===== config.mk =====
export PLATFORM = sky130hd
export DESIGN_NAME = cnt_timer_mc
export DESIGN_NICKNAME = d
export VERILOG_FILES = /design/src/rtl/cnt_pkg.sv /design/src/rtl/cnt_chan.sv /design/src/rtl/cnt_timer_mc.sv
export SDC_FILE = /design/constraint.sdc
export NUM_CORES = 1
export LEC_CHECK = 0
export ABC_AREA = 1
export ABC_CLOCK_PERIOD_IN_PS = 2400
export CAP_MARGIN = 20
export CORE_MARGIN = 3
export CORE_UTILIZATION = 56
export CTS_BUF_LIST = sky130_fd_sc_hd__clkbuf_8
export CTS_CLUSTER_DIAMETER = 150
export DETAILED_ROUTE_END_ITERATION = 10
export PLACE_DENSITY = 0.8
export REMOVE_ABC_BUFFERS = 1
export SYNTH_ARGS = -nofsm -noshare
export SYNTH_HDL_FRONTEND = slang
export SYNTH_SLANG_ARGS = --single-unit

===== constraint.sdc =====
create_clock -name clk_out -period 2.4 [get_ports clk_out]
set_input_delay 0.6 -clock clk_out [delete_from_list [all_inputs] [get_ports clk_out]]
set_output_delay 0.6 -clock clk_out [all_outputs]
set_load 0.02 [all_outputs]

===== src/rtl/cnt_pkg.sv =====
// cnt_pkg: shared state encoding and mode constants for the multi-channel tick counter
package cnt_pkg;
  typedef enum logic [1:0] {
    ST_IDLE = 2'd0,
    ST_RUN  = 2'd1,
    ST_HOLD = 2'd2
  } state_t;
  localparam logic MODE_ONESHOT  = 1'b0;
  localparam logic MODE_PERIODIC = 1'b1;
endpackage


===== src/rtl/cnt_chan.sv =====
// cnt_chan: one timer channel with FSM, programmable terminal count, done strobes and sticky status
module cnt_chan
  import cnt_pkg::*;
#(
  parameter int W = 8
) (
  input  logic         clk_out,
  input  logic         rst_n,
  input  logic         tick,
  input  logic         en,
  input  logic         pause,
  input  logic         mode,
  input  logic [W-1:0] limit,
  input  logic         sts_clr,
  output logic [W-1:0] cnt,
  output logic         done_pulse,
  output logic         done_lvl,
  output logic         sts
);
  state_t       state;
  logic [W-1:0] lim_q;
  logic         mode_q;
  // channel FSM: disable wins, IDLE captures config, RUN counts qualifying ticks, HOLD parks at terminal
  always_ff @(posedge clk_out or negedge rst_n) begin
    if (!rst_n) begin
      state      <= ST_IDLE;
      cnt        <= '0;
      lim_q      <= '0;
      mode_q     <= MODE_ONESHOT;
      done_pulse <= 1'b0;
      done_lvl   <= 1'b0;
    end else if (!en) begin
      state      <= ST_IDLE;
      cnt        <= '0;
      done_pulse <= 1'b0;
      done_lvl   <= 1'b0;
    end else begin
      done_pulse <= 1'b0;
      case (state)
        ST_IDLE: begin
          lim_q  <= limit;
          mode_q <= mode;
          cnt    <= '0;
          if (limit != '0) state <= ST_RUN;
        end
        ST_RUN: begin
          if (tick && !pause) begin
            if (cnt == lim_q - W'(1)) begin
              done_pulse <= 1'b1;
              if (mode_q == MODE_PERIODIC) begin
                cnt <= '0;
              end else begin
                cnt      <= lim_q;
                done_lvl <= 1'b1;
                state    <= ST_HOLD;
              end
            end else begin
              cnt <= cnt + W'(1);
            end
          end
        end
        ST_HOLD: done_lvl <= 1'b1;
        default: state <= ST_IDLE;
      endcase
    end
  end
  // sticky status: a registered pulse sets it one edge later, and setting beats clearing
  always_ff @(posedge clk_out or negedge rst_n) begin
    if (!rst_n) sts <= 1'b0;
    else        sts <= (sts & ~sts_clr) | done_pulse;
  end
endmodule


===== src/rtl/cnt_timer_mc.sv =====
// cnt_timer_mc: CH independent tick-driven timer channels sharing one tick, with masked irq
module cnt_timer_mc
  import cnt_pkg::*;
#(
  parameter int CH = 4,
  parameter int W  = 8
) (
  input  logic          clk_out,
  input  logic          rst_n,
  input  logic          tick,
  input  logic [CH-1:0] en,
  input  logic [CH-1:0] pause,
  input  logic [CH-1:0] mode,
  input  logic [CH*W-1:0] limit,
  input  logic [CH-1:0] sts_clr,
  input  logic [CH-1:0] irq_mask,
  output logic [CH*W-1:0] cnt,
  output logic [CH-1:0] done_pulse,
  output logic [CH-1:0] done_lvl,
  output logic [CH-1:0] sts,
  output logic          irq
);
  for (genvar i = 0; i < CH; i++) begin : g_ch
    cnt_chan #(.W(W)) u_chan (
      .clk_out    (clk_out),
      .rst_n      (rst_n),
      .tick       (tick),
      .en         (en[i]),
      .pause      (pause[i]),
      .mode       (mode[i]),
      .limit      (limit[i*W +: W]),
      .sts_clr    (sts_clr[i]),
      .cnt        (cnt[i*W +: W]),
      .done_pulse (done_pulse[i]),
      .done_lvl   (done_lvl[i]),
      .sts        (sts[i])
    );
  end
  assign irq = |(sts & irq_mask);
endmodule


==> metrics.md <==
| Metric | Value |
|---|---|
| Outcome | `complete, no violations` |
| # rows | `37` |
| Number of global-route vias before repair | `5,230` |
| Initial Utilization | `0.576` |
| Die X | `109 um` |
| Dominant register cell in the synthesized netlist | `dfrtp_1` |
| Fin nets | `1,051` |
| WHS | `0.227 ns` |
| Post-DRT Antenna Nets | `0` |
| Final Setup Violations | `0` |
| Slew Limit Fails | `0` |
| Leakage | `3.67 nW` |
| Pwr dens | `856 nW/um2` |
| EDFF count, synth | `0` |
| Cells after DPL | `1,113` |
| Core area | `10,400 um2` |
| Ys Warns | `0` |
| Switching part of the total | `0.453` |
| Synth Area in Adders | `0.0168` |
| Hold Violations, Final | `0` |
| Routed vias/inst | `5.10` |
| Setup TNS Final | `0 ns` |
| Comb pwr share | `0.477` |
| Most common cell in the netlist | `nand2_1` |
| CP Launch Type | `input port` |
| Total grt overflow | `0` |
| Synth top area share | `0.369` |
| Crit. End Element | `output pin` |
| Sequential Power Share | `0.359` |
| Finished Layout Cells | `1,128` |
| Seq/Total Area, Yosys | `0.369` |
| Fill count | `920` |
| Placer Congestion | `0.885` |
| Fin util | `0.700` |
| # DRC | `0` |
| CTS Root Cell | `clkbuf_8` |
| Netlist Area Pre-Place | `5980 um2` |
| Post-route clock period utilization | `0.912` |
| Net load switching power | `2.82 mW` |
| DRT Pass-1 Iters | `5` |
| Worst-Margin Slew | `0.581 ns` |
| DIE HEIGHT | `109 um` |
| Clock buffer depth | `2` |
| Largest net degree at the start of global routing | `60` |
| H-Tree Depth | `3` |
| Largest family of logic cells by synthesized area | `simple AND/OR/NAND/NOR gates` |
| Final Skew | `0.0151 ns` |
| Most area-consuming cells after synthesis | `dfrtp_1, nand2_1, inv_1` |
| GRT Overall Usage | `0.252` |
| Post-synth top area cell | `dfrtp_1` |
| Worst Path Required | `1.80 ns` |
| Reg2Reg Setup Slack | `0.38 ns` |
| Mean Syn Cell Area | `6.71 um2` |
| N_diodes | `0` |
| Complex-gate fraction of the synthesized area | `0.0737` |
| Max cap viols | `0` |
| Mux cell area share after synthesis | `0` |
| Crit Path Max Fanout | `1` |
| Area delta synth->final | `21.5%` |
| Clock slew at reported path FFs | `0.08 ns` |
| Fmax | `457 MHz` |
| Via count | `5,757` |
| Synth Instances | `891` |
| RSZ-0062 raised after global routing | `no` |
| Arr. time, crit path | `1.59 ns` |
| CTS Sinks | `88` |
| Xor/xnor share of the synthesized area | `0.0513` |
| Global-route wire length before repair | `24,100 um` |
| Rel. slew slack | `0.610` |
| Worst-Skew Late Latency | `0.36 ns` |
| Antenna violations before repair | `0` |
| WL final | `14,100 um` |
| Internal Power | `3.40 mW` |
| Min-delay worst type | `input port to asynchronous set/reset pin` |
| I/O pin cnt | `100` |
| Synth top cells by count | `nand2_1, inv_1, dfrtp_1` |
| Max VDD drop | `503 uV` |
| Yosys cell types | `35` |
| Detailed Route Iter0 Violations | `338` |
| Die area | `11,900 um2` |
| Post-DP HPWL | `10,800 um` |
| Yosys reg bits | `88` |
| Port bufs | `99` |
| Minimum clock period | `2.19 ns` |
| Simple-gate share of the synthesized area | `0.395` |
| Avg WL per Cell | `12.5 um` |
| CTS tree | `built` |
| Proportion of layout cells with a drive suffix above 1 | `0.0726` |
| Critical path type | `input port to output pin` |
| Clock group share of total power | `0.163` |
| Synth async-reset ratio | `1.00` |
| CTS buffer count | `9` |
==> placed cells by master (no fill, tap or decap), types with 10 or more instances in the layout <==
cell and count:
nand4_1 20, clkdlybuf4s50_1 97, xor2_1 22, nor3_1 10, clkbuf_8 10, nor2_2 10
nand3_1 77, nand2_2 11, dfrtp_1 88, xnor2_1 13, nand2_1 335, o21ai_0 46
inv_1 107, inv_2 11, nor2_1 60
==> power groups by stage <==
stage	combinational (mW)	clock (mW)	sequential, mW
after floorplan	2.20	0	2.21
after detailed placement	2.94	0	2.25
after global placement	2.89	0	2.25
after global routing	3.43	1.12	2.29
after CTS	2.96	1.04	2.23
final	2.97	1.02	2.23
==> worst max-delay path, cell delays in order <==
cell and delay (ns):
clkdlybuf4s50_1 0.45, nand2_1 0.10, nand4_1 0.11, dlygate4sd2_1 0.33
==> layer usage <==
metal | wire (um) | share of wire | GRT usage | vias up
met1 | 6590 | 0.47 | 0.349 | 2587
met5 | 0 | 0 | 0 | -
li1 | - | - | - | 3003
met3 | 768 | 0.054 | 0.0423 | 21
met4 | 176 | 0.012 | 0.0650 | 0
met2 | 6610 | 0.47 | 0.414 | 146
==> layout make-up <==
class                           instances  area [um2]  area share
Clock buffer                           10         138      0.0190
Clock inverter                          5        48.8     0.00672
Inverter                              118         443      0.0610
Multi-Input combinational cell        665        3210       0.442
Sequential cell                        88        2200       0.303
Tap cell                              136         170      0.0234
Timing Repair Buffer                  106        1050       0.145
==> per-stage QoR <==
step	area [um2]	power, mW	worst slack (ns)
after floorplan	5850	4.41	0.620
after global placement	7080	5.13	-0.0830
after detailed placement	7080	5.19	-0.0830
after CTS	7260	6.23	0.190
after global routing	7260	6.84	0.164
final	7260	6.21	0.211
==> worst paths after layout <==
kind	end	startpoint	cells past startpoint
worst max-delay path	irq	irq_mask[0]	4
worst min-delay path	g_ch[3].u_chan.lim_q[4]	rst_n	2
worst max register to register	g_ch[3].u_chan.state[0]	g_ch[3].u_chan.lim_q[0]	14
worst min register to register	g_ch[2].u_chan.done_lvl	g_ch[2].u_chan.done_lvl	2
max in group asynchronous	g_ch[1].u_chan.cnt[0]	rst_n	2
min in group clk_out	g_ch[2].u_chan.done_lvl	g_ch[2].u_chan.done_lvl	2
==> logic make-up after synthesis <==
logic type | after synthesis
flops | 88
xor+xnor | 35
compound gates | 78
fa+ha+maj | 8
simple gates | 544
buf+inv | 138
==> sequential cells by signal, indices dropped and copies added (netlist names) <==
register,count
g_ch.u_chan.cnt,32
g_ch.u_chan.done_lvl,4
g_ch.u_chan.done_pulse,4
g_ch.u_chan.lim_q,32
g_ch.u_chan.mode_q,4
g_ch.u_chan.state,8
g_ch.u_chan.sts,4
==> what timing repair did <==
item                       in CTS  in global routing
setup endpoints to repair       1                  0
resized for setup               1                  0
hold buffers                    0                  0
setup buffers                   0                  0
No activity file was read; power rests on OpenSTA's default activity.
